`src/rtl/spi_byte_control_pkg.sv`:
```
// ============================================================================
// Module : spi_byte_control_pkg
// Brief  : Register map, status bits and FSM state encoding for spi_byte_control
// Rev    : 1.0  initial release
// ============================================================================
`default_nettype none

package spi_byte_control_pkg;

    localparam int         SPI_DATA_WIDTH  = 8;
    localparam logic [2:0] SPI_ADDR_RXDATA = 3'd0;
    localparam logic [2:0] SPI_ADDR_TXDATA = 3'd1;
    localparam logic [2:0] SPI_ADDR_STATUS = 3'd2;
    localparam logic [2:0] SPI_ADDR_SSMASK = 3'd4;
    localparam logic [7:0] SPI_SSMASK_VAL  = 8'h01;
    localparam int         SPI_TRDY_BIT    = 6;
    localparam int         SPI_RRDY_BIT    = 7;

    typedef enum logic [3:0] {
        ST_IDLE    = 4'd0,
        ST_SEL     = 4'd1,
        ST_TXP_REQ = 4'd2,
        ST_TXP_CHK = 4'd3,
        ST_TX_WR   = 4'd4,
        ST_RXP_REQ = 4'd5,
        ST_RXP_CHK = 4'd6,
        ST_RD_REQ  = 4'd7,
        ST_RD_CAP  = 4'd8
    } state_t;

endpackage

`default_nettype wire

```
`src/rtl/spi_byte_control.sv`:
```
// ============================================================================
// Module : spi_byte_control
// Brief  : Sequences one full-duplex SPI byte through the master's registers
// Rev    : 1.0  initial release
// ============================================================================
`default_nettype none

module spi_byte_control
    import spi_byte_control_pkg::*;
#(
    parameter int                    DATA_WIDTH  = SPI_DATA_WIDTH,
    parameter logic [2:0]            ADDR_RXDATA = SPI_ADDR_RXDATA,
    parameter logic [2:0]            ADDR_TXDATA = SPI_ADDR_TXDATA,
    parameter logic [2:0]            ADDR_STATUS = SPI_ADDR_STATUS,
    parameter logic [2:0]            ADDR_SSMASK = SPI_ADDR_SSMASK,
    parameter logic [DATA_WIDTH-1:0] SSMASK_VAL  = DATA_WIDTH'(SPI_SSMASK_VAL),
    parameter int                    TRDY_BIT    = SPI_TRDY_BIT,
    parameter int                    RRDY_BIT    = SPI_RRDY_BIT
) (
    input  logic                  I_CLK,
    input  logic                  I_RESET,
    input  logic                  start,
    input  logic [DATA_WIDTH-1:0] o_data,
    output logic                  I_TX_EN,
    output logic [2:0]            I_WADDR,
    output logic [DATA_WIDTH-1:0] I_WDATA,
    output logic                  I_RX_EN,
    output logic [2:0]            I_RADDR,
    input  logic [DATA_WIDTH-1:0] O_RDATA,
    output logic [5:0]            wr_index,
    output logic [DATA_WIDTH-1:0] i_data,
    output logic                  is_sending
);

    state_t                state;
    state_t                state_next;
    logic                  tx_en_next;
    logic [2:0]            waddr_next;
    logic [DATA_WIDTH-1:0] wdata_next;
    logic                  rx_en_next;
    logic [2:0]            raddr_next;
    logic [5:0]            index_next;
    logic [DATA_WIDTH-1:0] rbyte_next;
    logic                  busy_next;

    always_ff @(posedge I_CLK) begin
        if (I_RESET) begin
            state      <= ST_IDLE;
            I_TX_EN    <= 1'b0;
            I_WADDR    <= 3'd0;
            I_WDATA    <= '0;
            I_RX_EN    <= 1'b0;
            I_RADDR    <= 3'd0;
            wr_index   <= 6'd0;
            i_data     <= '0;
            is_sending <= 1'b0;
        end else begin
            state      <= state_next;
            I_TX_EN    <= tx_en_next;
            I_WADDR    <= waddr_next;
            I_WDATA    <= wdata_next;
            I_RX_EN    <= rx_en_next;
            I_RADDR    <= raddr_next;
            wr_index   <= index_next;
            i_data     <= rbyte_next;
            is_sending <= busy_next;
        end
    end

    // Master read data is sampled in the *_CHK / RD_CAP states, i.e. the cycle
    // in which the registered read strobe is presented to the master.
    always_comb begin
        state_next = state;
        tx_en_next = 1'b0;
        waddr_next = I_WADDR;
        wdata_next = I_WDATA;
        rx_en_next = 1'b0;
        raddr_next = I_RADDR;
        index_next = wr_index;
        rbyte_next = i_data;
        busy_next  = is_sending;

        case (state)
            ST_IDLE: begin
                if (start) begin
                    state_next = ST_SEL;
                    busy_next  = 1'b1;
                end
            end
            ST_SEL: begin
                tx_en_next = 1'b1;
                waddr_next = ADDR_SSMASK;
                wdata_next = SSMASK_VAL;
                state_next = ST_TXP_REQ;
            end
            ST_TXP_REQ: begin
                rx_en_next = 1'b1;
                raddr_next = ADDR_STATUS;
                state_next = ST_TXP_CHK;
            end
            ST_TXP_CHK: begin
                state_next = O_RDATA[TRDY_BIT] ? ST_TX_WR : ST_TXP_REQ;
            end
            ST_TX_WR: begin
                tx_en_next = 1'b1;
                waddr_next = ADDR_TXDATA;
                wdata_next = o_data;
                state_next = ST_RXP_REQ;
            end
            ST_RXP_REQ: begin
                rx_en_next = 1'b1;
                raddr_next = ADDR_STATUS;
                state_next = ST_RXP_CHK;
            end
            ST_RXP_CHK: begin
                state_next = O_RDATA[RRDY_BIT] ? ST_RD_REQ : ST_RXP_REQ;
            end
            ST_RD_REQ: begin
                rx_en_next = 1'b1;
                raddr_next = ADDR_RXDATA;
                state_next = ST_RD_CAP;
            end
            ST_RD_CAP: begin
                rbyte_next = O_RDATA;
                busy_next  = 1'b0;
                index_next = wr_index + 6'd1;
                state_next = ST_IDLE;
            end
            default: begin
                state_next = ST_IDLE;
            end
        endcase
    end

endmodule

`default_nettype wire

```
`config.mk`:
```
export PLATFORM = sky130hd
export DESIGN_NAME = spi_byte_control
export DESIGN_NICKNAME = d
export VERILOG_FILES = /design/src/rtl/spi_byte_control_pkg.sv /design/src/rtl/spi_byte_control.sv
export SDC_FILE = /design/constraint.sdc
export NUM_CORES = 1
export LEC_CHECK = 0
export BUFFER_PORTS_ARGS = -buffer_cell sky130_fd_sc_hd__buf_4
export CORE_ASPECT_RATIO = 0.75
export CORE_MARGIN = 5
export CORE_UTILIZATION = 51
export DETAILED_ROUTE_END_ITERATION = 16
export PLACE_DENSITY_LB_ADDON = 0.15
export RECOVER_POWER = 50
export SLEW_MARGIN = 20
export SYNTH_ARGS = -nofsm -noshare
export SYNTH_HDL_FRONTEND = slang
export SYNTH_SLANG_ARGS = --single-unit
```
`constraint.sdc`:
```
create_clock -name I_CLK -period 4.6 [get_ports I_CLK]
set_input_delay 0.69 -clock I_CLK [delete_from_list [all_inputs] [get_ports I_CLK]]
set_output_delay 0.69 -clock I_CLK [all_outputs]
set_load 0.05 [all_outputs]
```
==> results.py, run 1 <==
metrics = {
    "run_status": {
        "status": "complete, but fails checks",
        "failed_checks": "capacitance limit, slew limit",
    },
    "clock_network": {
        "htree_num_levels": 2,
        "cts-resized-gates": 0,
        "clk_pin_slew_ns": 0.09,
        "cts_sinks": 32,
        "clkLatencyLatePin_ns": 0.33,
        "hold_buffers": 0,
        "post_cts_buffers": 0,
        "cts-root-buf": "clkbuf_4",
        "cts_buffers": 5,
        "cts.path.max_buffers": 2,
        "cts_tree": "built",
    },
    "critical_path": {
        "cp_data_arrival_time_ns": 3.07,
        "cpLargestDelayFamily": "simple AND/OR/NAND/NOR gates",
        "rr_worst_depth": 3,
        "crit_path_max_fanout": 12,
        "slowest_stage": "nor4b_1",
        "crit_buf_inv": 0,
        "cp.required_ns": 4.82,
        "worstPathCellList": "nor4b_1 -> nand4_1 -> mux2_2",
        "worstSetupEndpointType": "register",
        "path_class": "register to register",
        "start_kind": "register",
        "crit_cells": 3,
        "cpPeakStageDelay_ns": 1.63,
        "timing.rr.end": "wr_index[4]$_SDFFE_PP0P_",
        "r2r_setup_slack_ns": 1.75,
        "timing.rr.start": "state[3]$_SDFFE_PP0P_",
    },
    "placement": {
        "place_congestion": 0.7531,
        "hpwlAfterDp_um": 2236,
        "port_buffers": 46,
        "pre_cts_slack_ns": 2.523,
        "dp_cells": 225,
    },
    "timing": {
        "fin_crit_sh": 0.6192,
        "period_needed_ns": 2.848,
        "finalSetupViolCount": 0,
        "fin_worst_skew_ns": 0.004441,
        "finalMaxSlewViolations": 13,
        "tns_ns": 0,
        "worst_pin_slew_ns": 2.042,
        "rsz0062_at_grt": "no",
        "max_freq_mhz": 351.1,
        "timing.slew.headroom": -0.3805,
        "hold_violations": 0,
        "layout_setup_ws_ns": 1.752,
    },
    "hold_path": {
        "hold_start": "i_data[5]$_SDFFE_PP0P_",
        "hold_path.class": "register to register",
        "holdPathStages": 2,
        "min_to": "i_data[5]$_SDFFE_PP0P_",
    },
    "logic_synthesis": {
        "yosysWarnings": 0,
        "yosys-top-cells-area": "dfxtp_1 49%, a21oi_1 11%, nand2_1 7.8%",
        "yosysSeqAreaShare": 0.4918,
        "synth_area_um2": 1302,
        "synth_cell_type_count": 31,
        "yosys.area.top_type": "dfxtp_1",
        "synth.avg_cell_area_um2": 8.296,
        "synthCells": 157,
        "synth_seq_cells": 32,
        "ys.flop_type": "dfxtp_1",
        "synth.top_cells.by_count": "32 x dfxtp_1, 28 x a21oi_1, 27 x nand2_1, 11 x o21ai_0, 10 x clkbuf_1",
        "yosysMostFrequentCell": "dfxtp_1",
        "synth-edff-count": 0,
        "synth_top_cell_area_share": 0.4918,
        "synth-async-reset-ratio": 0,
    },
    "routing": {
        "drt_iter0_drc": 98,
        "dr.pass1.iters": 4,
        "drc": 0,
        "routed-via-count": 1217,
        "routed_via_density": 5.246,
        "routedWlPerCell_um": 13.12,
        "ant_nets": 0,
        "drt-total-wl_um": 3044,
    },
    "run": {
        "drv_cap": 1,
    },
    "die": {
        "core_area_um2": 2365,
        "chipHeight_um": 53.77,
        "io_pins": 50,
        "fp.dieW_um": 68.36,
        "die_area_um2": 3675,
        "rows": 15,
        "start_util": 0.5508,
    },
    "pwr": {
        "p_leak_nw": 0.6004,
        "power_density_nw_per_um2": 318.4,
        "finalPower_w": 0.0005108,
        "ir_drop_mv": 0.1753,
    },
    "cells_and_area": {
        "syn_to_final_growth_pct": 23.15,
        "layout-drive-gt1-share": 0.1818,
        "num_antenna_cells": 0,
        "final_nets": 218,
        "fin_cells": 232,
    },
    "global_routing": {
        "grt_pass1_vias": 1048,
        "grt_max_degree": 33,
        "grt_overflow": 0,
        "grt_usage": 0.1722,
        "antenna_found_initial": 0,
        "grt_pass1_wl_um": 4609,
    },
}
state kept, by name, summed over array words and instances, names as in the netlist:
register    cells
I_TX_EN         1
I_WDATA         8
wr_index        6
I_RX_EN         1
I_RADDR         1
I_WADDR         2
i_data          8
state           4
is_sending      1
tightest hold or removal path, cell delays in order, from the launching register on:
cell     delay (ns)
dfxtp_1        0.32
nand2_1        0.05
a21oi_1        0.05
area by class of cell:
type	count	area, um2
clock buffer	6	41.29
clock inverter	1	5.005
fill	218	760.7
inverter	3	11.26
multi-input combinational	110	593.1
sequential	32	640.6
tap	34	42.54
timing repair buffer	46	270.3
layout by cell type, fill, tap and decap left out:
master    netlist  layout
nand2_1        27      27
o21bai_1        2       2
dfxtp_1        32      32
a211o_1         1       1
nor4b_2         1       1
mux2_2          1       1
nand2b_1        3       3
conb_1          1       3
nor3_1          8       8
nor4b_1         1       1
clkbuf_4        0       5
clkbuf_1       10      21
o21ai_0        11      11
or2_2           1       1
nand4_1         1       1
inv_1           3       3
nor2b_1         1       1
a21oi_1        28      28
nor3b_1         3       3
clkinv_2        0       1
nor4bb_1        1       1
xnor2_1         2       2
o31ai_1         1       1
o21a_1          1       1
nor2_1          6       6
or4_1           1       1
buf_4           3      26
or3_1           2       2
and4b_1         1       1
or4b_4          1       1
nand3_1         1       1
ha_1            1       1
stage by stage:
stage | cell area, um2 | hold slack, ns | util
finish | 1604 | 0.4586 | 0.6783
global route | 1604 | 0.4831 | 0.6783
CTS | 1685 | 0.4614 | 0.7127
detailed placement | 1639 | 0.4483 | 0.6931
global placement | 1639 | 0.4442 | 0.6931
floorplan | 1310 | 0.6214 | -
how the worst max path moves through the flow:
stage | start | slack [ns] | endpoint
after floorplan | state[2]$_SDFFE_PP0P_ | 2.99 | wr_index[5]$_SDFFE_PP0P_
after global placement | state[3]$_SDFFE_PP0P_ | 2.64 | wr_index[4]$_SDFFE_PP0P_
after detailed placement | state[3]$_SDFFE_PP0P_ | 2.52 | wr_index[4]$_SDFFE_PP0P_
after CTS | state[3]$_SDFFE_PP0P_ | 2.51 | wr_index[4]$_SDFFE_PP0P_
after global routing | state[3]$_SDFFE_PP0P_ | 1.44 | wr_index[4]$_SDFFE_PP0P_
final | state[3]$_SDFFE_PP0P_ | 1.75 | wr_index[4]$_SDFFE_PP0P_
logic make-up after synthesis:
| kind of cell | count (synthesis) | share of synthesized area |
|---|---|---|
| other | 1 | 0.002879 |
| AO/OA/AOI/OAI | 44 | 0.1796 |
| XOR/XNOR | 2 | 0.01345 |
| buffers and inverters | 17 | 0.05860 |
| adder cells (fa/ha/maj) | 1 | 0.009605 |
| AND/OR/NAND/NOR | 59 | 0.2354 |
| multiplexers | 1 | 0.008645 |
| flip-flops | 32 | 0.4918 |
power by group:
part / internal [W] / switching (W) / total (W) / leakage [nW]
Combinational: 0.0000248 / 0.0000468 / 0.0000717 / 0.313
Sequential: 0.000285 / 0.0000101 / 0.000295 / 0.259
Clock: 0.0000562 / 0.0000880 / 0.000144 / 0.0281
routing by layer:
metal  GRT usage  wire length (um)  vias to the layer above
met5           0                 0                        -
met4     0.08911                46                        0
met3     0.06054               297                        6
met2      0.2880              1379                       44
met1      0.1944              1321                      552
li1            -                 -                      615
(Power assumes the default switching activity.)
==> run 2: changes to the inputs <==
--- a/config.mk
+++ b/config.mk
@@ -8,7 +8,7 @@
 export BUFFER_PORTS_ARGS = -buffer_cell sky130_fd_sc_hd__buf_4
 export CORE_ASPECT_RATIO = 0.75
 export CORE_MARGIN = 5
-export CORE_UTILIZATION = 51
+export CORE_UTILIZATION = 43
 export DETAILED_ROUTE_END_ITERATION = 16
 export PLACE_DENSITY_LB_ADDON = 0.15
 export RECOVER_POWER = 50
==> constraint.sdc (replaced) <==
create_clock -name I_CLK -period 2.6 [get_ports I_CLK]
set_input_delay 0.39 -clock I_CLK [delete_from_list [all_inputs] [get_ports I_CLK]]
set_output_delay 0.39 -clock I_CLK [all_outputs]
set_load 0.05 [all_outputs]
==> run 2 against run 1 <==
Sequential power is 77% higher. First-iteration DRC count is 21% lower. Clock power grew to 2.6 times the previous value. The run now ends clean. Clock skew hardly changed. Wire length is 0.76% lower. Combinational power is 73% higher. Power is 100% higher. Clock-buffer cell count is 2 higher. Cell area is 2.1% higher. Critical path depth stayed put.
==> results.py, run 2 (synthesis results as in run 1) <==
metrics = {
    "run_status": {
        "status": "complete, no violations",
    },
    "cells_and_area": {
        "nFillCells": 305,
        "layout-drive-gt1-share": 0.1550,
        "num_antenna_cells": 0,
        "seqCellArea_um2": 640.6,
        "final_common_cell": "dfxtp_1",
        "fin_cells": 238,
        "largestRegisters": "I_WDATA: 8 flops, i_data: 8 flops, wr_index: 6 flops",
        "multi_input_area_um2": 593.1,
        "final_cell_mix": "32 x dfxtp_1, 28 x a21oi_1, 28 x clkbuf_1",
        "final_nets": 219,
        "syn_to_final_growth_pct": 25.74,
    },
    "critical_path": {
        "crit_path_max_fanout": 15,
        "cp_data_arrival_time_ns": 2.11,
        "path_class": "register to register",
        "worstSetupEndpointType": "register",
        "timing.rr.start": "state[3]$_SDFFE_PP0P_",
        "cp.required_ns": 2.81,
        "start_kind": "register",
        "crit_start": "state[3]$_SDFFE_PP0P_",
    },
    "global_routing": {
        "grt_pass1_wl_um": 4961,
        "grt_pass1_vias": 1130,
        "grt_usage": 0.1514,
        "grt_max_degree": 33,
        "antenna_found_initial": 0,
        "grt_overflow": 0,
    },
    "die": {
        "io_pins": 50,
        "rows": 17,
        "core_area_um2": 2935,
        "die_area_um2": 4241,
        "fp.dieW_um": 73.55,
        "chipHeight_um": 57.67,
        "start_util": 0.4437,
    },
    "routing": {
        "routed_via_density": 5.025,
        "routedWlPerCell_um": 12.69,
        "ant_nets": 0,
        "dr.pass1.iters": 4,
        "drc": 0,
        "drt_iter0_drc": 77,
        "routed-via-count": 1196,
        "drt-total-wl_um": 3021,
    },
    "pwr": {
        "p_leak_nw": 0.5980,
        "p_sw_w": 0.0002662,
        "p_clk_frac": 0.371,
        "power_frac_seq": 0.508,
        "p_int_w": 0.0007604,
        "ir_drop_mv": 0.4362,
        "sw_frac_of_total": 0.2593,
        "pwr-share-comb": 0.121,
        "power_density_nw_per_um2": 626.8,
    },
    "clock_network": {
        "post_cts_buffers": 0,
        "cts_tree": "built",
        "cts-root-buf": "clkbuf_8",
        "cts.path.max_buffers": 2,
        "hold_buffers": 0,
        "cts_buffers": 5,
        "cts_sinks": 32,
        "cts-resized-gates": 0,
        "clkLatencyLatePin_ns": 0.28,
        "htree_num_levels": 2,
        "clk_pin_slew_ns": 0.06,
    },
    "run": {
        "drv_cap": 0,
    },
    "timing": {
        "period_needed_ns": 1.894,
        "layout_setup_ws_ns": 0.7057,
        "hold_violations": 0,
        "tns_ns": 0,
        "finalMaxSlewViolations": 0,
        "finalSetupViolCount": 0,
        "timing.slew.headroom": 0.5422,
        "max_freq_mhz": 527.9,
        "fin_worst_skew_ns": 0.004534,
        "fin_crit_sh": 0.7286,
        "worst_pin_slew_ns": 0.6849,
        "rsz0062_at_grt": "no",
    },
    "placement": {
        "hpwlAfterDp_um": 2148,
        "pre_cts_slack_ns": 0.7008,
        "place_congestion": 0.7603,
        "port_buffers": 46,
        "dp_cells": 230,
    },
    "hold_path": {
        "hold_start": "O_RDATA[5]",
        "hold_path.class": "input port to register",
    },
}
==> run 2: changes by cell type in the layout (fill, tap and decap cells not counted) <==
cell and change:
clkbuf_1 +7, clkbuf_8 +6, buf_4 -5, clkbuf_4 -5
clkinv_2 -1
==> run 2: power by group through the flow <==
stage	Combinational (W)	Sequential (W)	Clock [W]
3_3_place_gp	0.000134	0.000532	0
4_1_cts	0.000134	0.000522	0.000393
3_5_place_dp	0.000133	0.000533	0
2_1_floorplan	0.0000600	0.000562	0
5_1_grt	0.000135	0.000525	0.000411
6_report	0.000124	0.000522	0.000381
==> run 2: worst paths after layout <==
path                                                 end  slack (ns)  depth (start not counted)
worst max register to register  wr_index[5]$_SDFFE_PP0P_        0.71                          3
worst min-delay path              i_data[5]$_SDFFE_PP0P_        0.36                          3
worst max-delay path            wr_index[5]$_SDFFE_PP0P_        0.71                          3
worst min register to register    i_data[5]$_SDFFE_PP0P_        0.45                          2
==> run 2: final cells by class <==
type | count | share of cell area
clock buffer | 8 | 0.05500
sequential | 32 | 0.3911
multi-input combinational | 110 | 0.3621
tap | 38 | 0.02903
timing repair buffer | 47 | 0.1558
inverter | 3 | 0.006875
==> run 2: routing by layer <==
metal | part of all wire | track usage | vias to the layer above
li1 | - | - | 614
met1 | 0.46 | 0.1962 | 531
met2 | 0.43 | 0.2235 | 44
met3 | 0.096 | 0.05546 | 7
met4 | 0.013 | 0.06977 | 0
met5 | 0 | 0 | -
==> run 2: worst max-delay path, cell delays in order, from the launching register on <==
cell,delay (ns)
dfxtp_1,0.55
or4b_4,0.61
or4_1,0.52
a21oi_1,0.14
==> run 2: through the flow <==
| step | hold WS [ns] | utilization | instance area (um2) | power (W) |
|---|---|---|---|---|
| 2_1_floorplan | 0.5260 | - | 1310 | 0.0006220 |
| 3_3_place_gp | 0.4457 | 0.5627 | 1652 | 0.0006652 |
| 3_5_place_dp | 0.4498 | 0.5627 | 1652 | 0.0006663 |
| 4_1_cts | 0.3507 | 0.5934 | 1742 | 0.001049 |
| 5_1_grt | 0.3593 | 0.5580 | 1638 | 0.001070 |
| 6_report | 0.3551 | 0.5580 | 1638 | 0.001027 |
